`src/rtl/seg_scan_ctrl_if.sv`:
```
// Display-word handshake between a word source and the scan controller.
// The source drives msg_in/msg_valid; the controller answers with msg_ready.
interface seg_scan_ctrl_if;
   logic [15:0] msg_in;
   logic        msg_valid;
   logic        msg_ready;

   modport master (output msg_in, output msg_valid, input msg_ready);
   modport slave  (input msg_in, input msg_valid, output msg_ready);
endinterface

```
`src/rtl/seg_scan_ctrl.sv`:
```
// 4-digit common-anode scan scheduler: blank gap then drive per digit (3 down to 0),
// words are taken via valid/ready and swapped in only at frame boundaries.
module seg_scan_ctrl #(
   parameter int DIGIT_TICKS = 16,
   parameter int BLANK_TICKS = 4
) (
   input  logic                  clk,
   input  logic                  reset,
   input  logic                  en,
   seg_scan_ctrl_if.slave        msg,
   output logic [3:0]            AN_EN,
   output logic [3:0]            digit_val,
   output logic                  frame_done,
   output logic                  busy
);

   localparam int MAXT = (DIGIT_TICKS > BLANK_TICKS) ? DIGIT_TICKS : BLANK_TICKS;
   localparam int TW   = $clog2(MAXT + 1);
   localparam logic [TW-1:0] BLANK_LAST = TW'(BLANK_TICKS - 1);
   localparam logic [TW-1:0] DRIVE_LAST = TW'(DIGIT_TICKS - 1);

   typedef enum logic [1:0] {IDLE, BLANK, DRIVE} state_t;

   state_t         state_q, state_d;
   logic [1:0]     dig_q, dig_d;
   logic [TW-1:0]  tick_q, tick_d;
   logic [15:0]    active_q, active_d;
   logic [15:0]    shadow_q, shadow_d;
   logic           sfull_q, sfull_d;
   logic [3:0]     an_q, an_d;
   logic [3:0]     dval_q, dval_d;
   logic           fdone_q, fdone_d;
   logic           busy_q, busy_d;
   logic           rdy_q, rdy_d;
   logic           xfer;
   logic           frame_end;

   assign xfer = msg.msg_valid & rdy_q;

   always_comb begin
      state_d   = state_q;
      dig_d     = dig_q;
      tick_d    = tick_q;
      active_d  = active_q;
      shadow_d  = shadow_q;
      sfull_d   = sfull_q;
      frame_end = 1'b0;

      case (state_q)
         IDLE: begin
            if (en) begin
               state_d = BLANK;
               dig_d   = 2'd3;
               tick_d  = '0;
            end
         end
         BLANK: begin
            if (tick_q == BLANK_LAST) begin
               state_d = DRIVE;
               tick_d  = '0;
            end else begin
               tick_d = tick_q + 1'b1;
            end
         end
         DRIVE: begin
            if (tick_q == DRIVE_LAST) begin
               tick_d = '0;
               if (dig_q != 2'd0) begin
                  state_d = BLANK;
                  dig_d   = dig_q - 2'd1;
               end else begin
                  frame_end = 1'b1;
                  if (en) begin
                     state_d = BLANK;
                     dig_d   = 2'd3;
                  end else begin
                     state_d = IDLE;
                  end
               end
            end else begin
               tick_d = tick_q + 1'b1;
            end
         end
         default: begin
            state_d = IDLE;
         end
      endcase

      // A ready transfer implies an empty shadow, so commit and capture never collide.
      if (frame_end && sfull_q) begin
         active_d = shadow_q;
         sfull_d  = 1'b0;
      end
      if (xfer) begin
         if (state_q == IDLE) begin
            active_d = msg.msg_in;
         end else begin
            shadow_d = msg.msg_in;
            sfull_d  = 1'b1;
         end
      end
   end

   // Outputs are registered from next-state so they line up with the state they describe.
   always_comb begin
      an_d = 4'b1111;
      if (state_d == DRIVE) begin
         an_d[dig_d] = 1'b0;
      end
      dval_d  = (state_d == IDLE) ? 4'h0 : active_d[{dig_d, 2'b00} +: 4];
      fdone_d = (state_d == DRIVE) && (dig_d == 2'd0) && (tick_d == DRIVE_LAST);
      busy_d  = (state_d != IDLE);
      rdy_d   = ~sfull_d;
   end

   always_ff @(posedge clk or negedge reset) begin
      if (!reset) begin
         state_q  <= IDLE;
         dig_q    <= 2'd3;
         tick_q   <= '0;
         active_q <= '0;
         shadow_q <= '0;
         sfull_q  <= 1'b0;
         an_q     <= 4'b1111;
         dval_q   <= 4'h0;
         fdone_q  <= 1'b0;
         busy_q   <= 1'b0;
         rdy_q    <= 1'b1;
      end else begin
         state_q  <= state_d;
         dig_q    <= dig_d;
         tick_q   <= tick_d;
         active_q <= active_d;
         shadow_q <= shadow_d;
         sfull_q  <= sfull_d;
         an_q     <= an_d;
         dval_q   <= dval_d;
         fdone_q  <= fdone_d;
         busy_q   <= busy_d;
         rdy_q    <= rdy_d;
      end
   end

   assign AN_EN         = an_q;
   assign digit_val     = dval_q;
   assign frame_done    = fdone_q;
   assign busy          = busy_q;
   assign msg.msg_ready = rdy_q;

endmodule
```
`src/flat_wrapper.sv`:
```
// flat-port wrapper written by rule: the top's interface ports become plain ports
module seg_scan_ctrl_flat 
#(
   parameter int DIGIT_TICKS = 16,
   parameter int BLANK_TICKS = 4
)
  (clk, reset, en, AN_EN, digit_val, frame_done, busy, msg_msg_in, msg_msg_valid, msg_msg_ready);
  seg_scan_ctrl_if msg_i ();
  input  logic clk;
  input  logic reset;
  input  logic en;
  output logic [3:0] AN_EN;
  output logic [3:0] digit_val;
  output logic frame_done;
  output logic busy;
  input wire logic [$bits(msg_i.msg_in)-1:0] msg_msg_in;
  input wire logic [$bits(msg_i.msg_valid)-1:0] msg_msg_valid;
  output wire logic [$bits(msg_i.msg_ready)-1:0] msg_msg_ready;
  assign msg_i.msg_in = msg_msg_in;
  assign msg_i.msg_valid = msg_msg_valid;
  assign msg_msg_ready = msg_i.msg_ready;
  seg_scan_ctrl #(.DIGIT_TICKS(DIGIT_TICKS), .BLANK_TICKS(BLANK_TICKS)) u_core (.clk(clk), .reset(reset), .en(en), .msg(msg_i), .AN_EN(AN_EN), .digit_val(digit_val), .frame_done(frame_done), .busy(busy));
endmodule
```
`config.mk`:
```
export PLATFORM = sky130hd
export DESIGN_NAME = seg_scan_ctrl_flat
export DESIGN_NICKNAME = d
export VERILOG_FILES = /design/src/rtl/seg_scan_ctrl_if.sv /design/src/rtl/seg_scan_ctrl.sv /design/src/flat_wrapper.sv
export SDC_FILE = /design/constraint.sdc
export NUM_CORES = 1
export LEC_CHECK = 0
export BUFFER_PORTS_ARGS = -buffer_cell sky130_fd_sc_hd__buf_2
export CORE_ASPECT_RATIO = 1.2
export CORE_MARGIN = 2
export CORE_UTILIZATION = 45
export DETAILED_ROUTE_END_ITERATION = 7
export HOLD_SLACK_MARGIN = 0.06
export SLEW_MARGIN = 25
export SYNTH_ARGS = -nofsm -noshare
export SYNTH_HDL_FRONTEND = slang
export SYNTH_SLANG_ARGS = --single-unit
```
`constraint.sdc`:
```
create_clock -name clk -period 2.8 [get_ports clk]
set_input_delay 0.14 -clock clk [delete_from_list [all_inputs] [get_ports clk]]
set_output_delay 0.14 -clock clk [all_outputs]
set_load 0.02 [all_outputs]
```
* After elaboration in Yosys (flattened, before gate mapping)
Cells that the tools add are included.
** Operators by class
- Add/subtract/negate cells :: 2
- Magnitude comparators :: 2
- Eq/ne operators :: 6
- Shift operators :: 1
- Multiplexer cells :: 27
- Bitwise gates (word level) :: 4
- Reduce and logical (&&, ||, !) cells :: 10
** Operators by type and width (count)
- 2-to-1 mux 16 bit :: 3
- variable part select 16 x 5 -> 4 bit :: 1
- 2-to-1 mux 5 bit :: 3
- one-hot mux 5 bit (3 select lines) :: 1
- 2-to-1 mux 2 bit :: 7
- equality test 5 x 4 -> 1 bit (second input constant) :: 2
- 2-to-1 mux 1 bit :: 8
- 2-to-1 mux 4 bit :: 2
- zero test 2 bit :: 3
- one-hot mux 2 bit (3 select lines) :: 1
- adder 5 x 1 -> 5 bit (second input constant) :: 1
- equality test 5 x 2 -> 1 bit (second input constant) :: 1
- equality test 2 bit (second input constant) :: 2
- logical AND 1 bit :: 4
- NOT 4 bit :: 1
- one-hot mux 2 bit (2 select lines) :: 1
- nonzero test 2 bit :: 2
- < comparator 2 x 3 -> 1 bit (second input constant) :: 1
- demux 1 bit (select 2 bit) :: 1
- equality test 2 x 1 -> 1 bit (second input constant) :: 1
- greater-or-equal comparator 2 x 1 -> 1 bit (second input constant) :: 1
- NOT 1 bit :: 2
- AND reduction 2 bit :: 1
- subtractor 2 x 1 -> 2 bit (second input constant) :: 1
- bitwise AND 1 bit :: 1
** Storage, ports and cells
- Bits in registers :: 53
- Input port bits :: 20
- Output and inout port bits :: 11
- Logic and storage cells :: 63

* Longest topological paths before layout
- Depth after elaboration :: 10
- Depth in mapped cells :: 10

* Least setup slack after synthesis
OpenSTA, ideal clock, no wires.
- Kind :: flip-flop to flip-flop
- Start :: register u_core.tick_q[0]
- End :: register u_core.dval_q[2], in the netlist u_core.digit_val[2]
- Arrival time :: 2081 ps
- Data required time :: 2657 ps
- Slack :: 577 ps
- Stages on the path, launching flop included :: 11
- Path buffers :: 2
- Period minus slack after synthesis :: 2223 ps
- Path through :: dfrtp_1 ha_1 and3_1 ha_1 or3b_1 buf_2 buf_6 o21ai_1 a31oi_1 a22oi_1 a21oi_1
** Between the ends
- Longest elaborated chain between the ends :: 9
- Elaborated cells on any way between the ends :: 16
** Ends and longest elaborated chain
- start: declaration :: RTL line seg_scan_ctrl.sv:26 : logic [TW-1:0] tick_q, tick_d;
- start signal: assignment :: RTL line seg_scan_ctrl.sv:132 : tick_q <= tick_d;
- equality test 5 x 4 -> 1 bit * :: RTL line seg_scan_ctrl.sv:66 : if (tick_q == DRIVE_LAST) begin
- 2-to-1 mux 1 bit * :: RTL line seg_scan_ctrl.sv:66
- 2-to-1 mux 1 bit * :: RTL line seg_scan_ctrl.sv:49 : case (state_q)
- logical AND 1 bit * :: RTL line seg_scan_ctrl.sv:90 : if (frame_end && sfull_q) begin
- 2-to-1 mux 16 bit * :: RTL line seg_scan_ctrl.sv:90
- 2-to-1 mux 16 bit :: RTL line seg_scan_ctrl.sv:95 : if (state_q == IDLE) begin
- 2-to-1 mux 16 bit * :: RTL line seg_scan_ctrl.sv:94 : if (xfer) begin
- net u_core.active_d[14] :: RTL line seg_scan_ctrl.sv:27 : logic [15:0] active_q, active_d;
- variable part select 16 x 5 -> 4 bit * :: RTL line seg_scan_ctrl.sv:110 : dval_d = (state_d == IDLE) ? 4'h0 : active_d[{dig_d, 2'b00} +: 4];
- 2-to-1 mux 4 bit * :: RTL line seg_scan_ctrl.sv:110
- net u_core.dval_d[2] :: RTL line seg_scan_ctrl.sv:31 : logic [3:0] dval_q, dval_d;
- end signal: assignment :: RTL line seg_scan_ctrl.sv:137 : dval_q <= dval_d;
- end: declaration :: RTL line seg_scan_ctrl.sv:31
Mark *: on every way through the listed nets, which the timed path passes. The rest lies on a longest branch.
A chain may end at the register's enable or synchronous reset.

* Final worst setup path
- Start :: register u_core.tick_q[1]
- End :: register u_core.dval_q[1], in the netlist u_core.digit_val[1]
The elaborated chain is that of the path after synthesis.

==> results.yml <==
timing:
  finalSetupTns_ns: 0
  period_minus_slack_ns: 2.52
  skew_ns: 0.00998
  max_freq_ghz: 0.396
  setup_viol: 0
  rsz0062_at_grt: "false"
  worst_pin_slew_ns: 0.875
  hold_viol: 0
  fin_crit_sh_pct: 90.1
  max_slew_margin_pct: 41.1
  slew_viol_final: 0
  finalWorstSetupSlack_ns: 0.277
clock_tree:
  cts_tree: "built"
  cts-root-buf: "clkbuf_8"
  htreeDepth: 2
  cts_setup_buffers: 0
  clk_latency_ns: 0.31
  clk_pin_slew_ns: 0.10
  cts_made_buffers: 5
  clockBufferDepth: 2
  cts_sinks: 53
cells_and_area:
  layout.nets: 331
  syn2layout_area_growth_pct: 15.0
  mostFrequentLayoutCell: "dfrtp_1"
  drive_gt1_share_pct: 23.1
  finalNonFillerCells: 387
  final_cell_mix: "46 x dfrtp_1, 30 x buf_2, 29 x nor2_1, 17 x a31oi_1, 17 x o21ai_0"
  n_antenna_cell: 0
  stdcell_area_um2: 3110
power_and_ir_drop:
  peakVddDrop_v: 0.000357
  switchingPower_uw: 1180
  p_int_uw: 1840
  p_sw_share_pct: 39.1
  p_leak_uw: 0.00129
  sequentialPowerShare_pct: 44.6
  clock_power_share_pct: 14.5
  pwr_density_cell_nw_per_um2: 973
  p_comb_share_pct: 40.8
  power_uw: 3030
placed_design:
  place_ws_ns: 0.135
  dp_cells: 372
  gp_congestion: 0.872
  dp_hpwl_mm: 4.39
  dpl-instance-area_um2: 2940
  portBuffers: 30
detailed_routing:
  antenna_left: 0
  drt_iter0_drc: 184
  remaining_drc_errors: 0
  wire_per_inst_um: 16.2
  viasPerCell: 5.57
  dr.pass1.iters: 4
  num_vias: 2155
  wirelength_mm: 6.28
setup_path:
  cpMaxStageDelayCell: "or3b_4"
  cp_max_fo: 17
  cp-start-kind: "flip-flop"
  rr_endpoint: "u_core.digit_val[1]"
  crit_required_ns: 2.99
  cp_data_arrival_time_ns: 2.72
  path_cells: "ha_1, and3_1, ha_1, or3b_4, o21ai_0, a31oi_1, a22oi_1, a21oi_1"
  worstReg2RegStart: "u_core.tick_q[1]"
  cpMostUsedCell: "ha_1"
  reg2reg_slack_ns: 0.28
  cp_slowest_stage_delay_ns: 0.51
  critPathKind: "reg2reg"
  r2r_cells: 8
  crit_path_end_kind: "flip-flop"
logic_synthesis:
  async_reset_ff_share_pct: 100
  synthFlopType: "dfrtp_1"
  synth_warnings: 0
  yosysSeqAreaShare_pct: 49.4
  synth_edf_count: 0
  ys_ff_latch: 53
  netlist_area_um2: 2710
  synth.net_count: 293
  synth_cell_types: 48
  avgSynthCellArea_um2: 10.1
  synth_cells: 269
die:
  rows: 30
  dieArea_um2: 6650
  initial_utilization_pct: 47.1
  io_pins: 31
  coreArea_um2: 5740
  die_h_um: 88.9
  fp.dieW_um: 74.8
outcome:
  status: "finished clean"
global_route:
  gr-total-overflow: 0
  grt_max_degree: 33
  grt_pass1_vias: 2159
  antenna_found_initial: 0
  grt_usage_pct: 20.8
  grt_pass1_wl_mm: 10.4
hold_path:
  worstHoldPathType: "in2reg"
  whs_path_depth: 2
  min_to: "u_core.shadow_q[9]"
  hp-start: "msg_msg_in[9]"
job:
  cap_violations: 0
==> cell usage after synthesis (all sizes together), types with 4 or more instances <==
cell type  number  area, um2
nor3            4       20.0
nor2b           4       25.0
nand2          10       40.0
dfstp           7        184
dfrtp          46       1150
a22oi          10       75.1
nor2           29        109
inv            11       41.3
a31oi          17        106
o21ai          31        163
mux2           17        191
buf            17        109
a21oi          12       63.8
nand4          16        100
ha              4       50.1
==> logic make-up after synthesis <==
logic type	Yosys count	share of synthesized area [%]
mux	17	7.08
compound gates	83	19.1
buf+inv	29	5.69
fa+ha+maj	4	1.85
simple gates	83	16.9
flops	53	49.4
==> layer usage <==
metal | GRT usage, % | routed length (um) | share of wire, %
met3 | 3.95 | 169 | 2.7
met4 | 9.25 | 119 | 1.9
met2 | 36.5 | 3280 | 52
met1 | 24.6 | 2710 | 43
met5 | 0 | 0 | 0
==> cell type report <==
class,count,area (um2)
clock inverter,1,7.51
tap,80,100
inverter,11,41.3
sequential,53,1340
multi-input combinational,187,1220
clock buffer,6,82.6
fill,533,2630
timing repair buffer,49,325
==> worst max-delay path by stage <==
stage / from / end / slack (ns)
after detailed placement: u_core.tick_q[1] / u_core.digit_val[1] / 0.13
after global routing: u_core.tick_q[1] / u_core.digit_val[1] / 0.03
final: u_core.tick_q[1] / u_core.digit_val[1] / 0.28
after global placement: u_core.tick_q[0] / u_core.digit_val[0] / 0.17
after floorplan: u_core.tick_q[0] / u_core.digit_val[2] / 0.58
after CTS: u_core.tick_q[1] / u_core.digit_val[1] / 0.11
==> worst max-delay path, delay by kind of cell, from the launching register on <==
kind                       cells  cell delay (ns)
DFF                            1             0.43
and+or+nand+nor                2             0.73
AOI/OAI and AO/OA              4             0.71
adders and majority gates      2             0.53
==> registers in the layout, summed over array words and instances (netlist names), 2 cells and up <==
| register | cells |
|---|---|
| u_core.state_q | 2 |
| u_core.digit_val | 4 |
| u_core.active_q | 16 |
| u_core.tick_q | 5 |
| u_core.dig_q | 2 |
| u_core.AN_EN | 4 |
| u_core.shadow_q | 16 |
==> stage by stage <==
stage	hold slack, ns	util, %
6_report	0.0615	54.2
3_3_place_gp	0.0910	51.2
5_1_grt	0.0617	54.2
3_5_place_dp	0.0920	51.2
2_1_floorplan	-0.156	-
4_1_cts	0.0604	53.8
==> power groups by stage <==
stage | combinational (uW) | sequential, uW | clock (uW)
floorplan | 904 | 1320 | 0
global placement | 1210 | 1360 | 0
detailed placement | 1240 | 1360 | 0
CTS | 1240 | 1350 | 455
global route | 1380 | 1400 | 496
finish | 1230 | 1350 | 440
==> timing repair <==
action                     in CTS  in global routing
hold endpoints to repair       21                  2
hold buffers                    6                  2
setup endpoints to repair       0                  4
resized for setup               0                  1
Note: power is estimated with default switching activity, not from simulation.
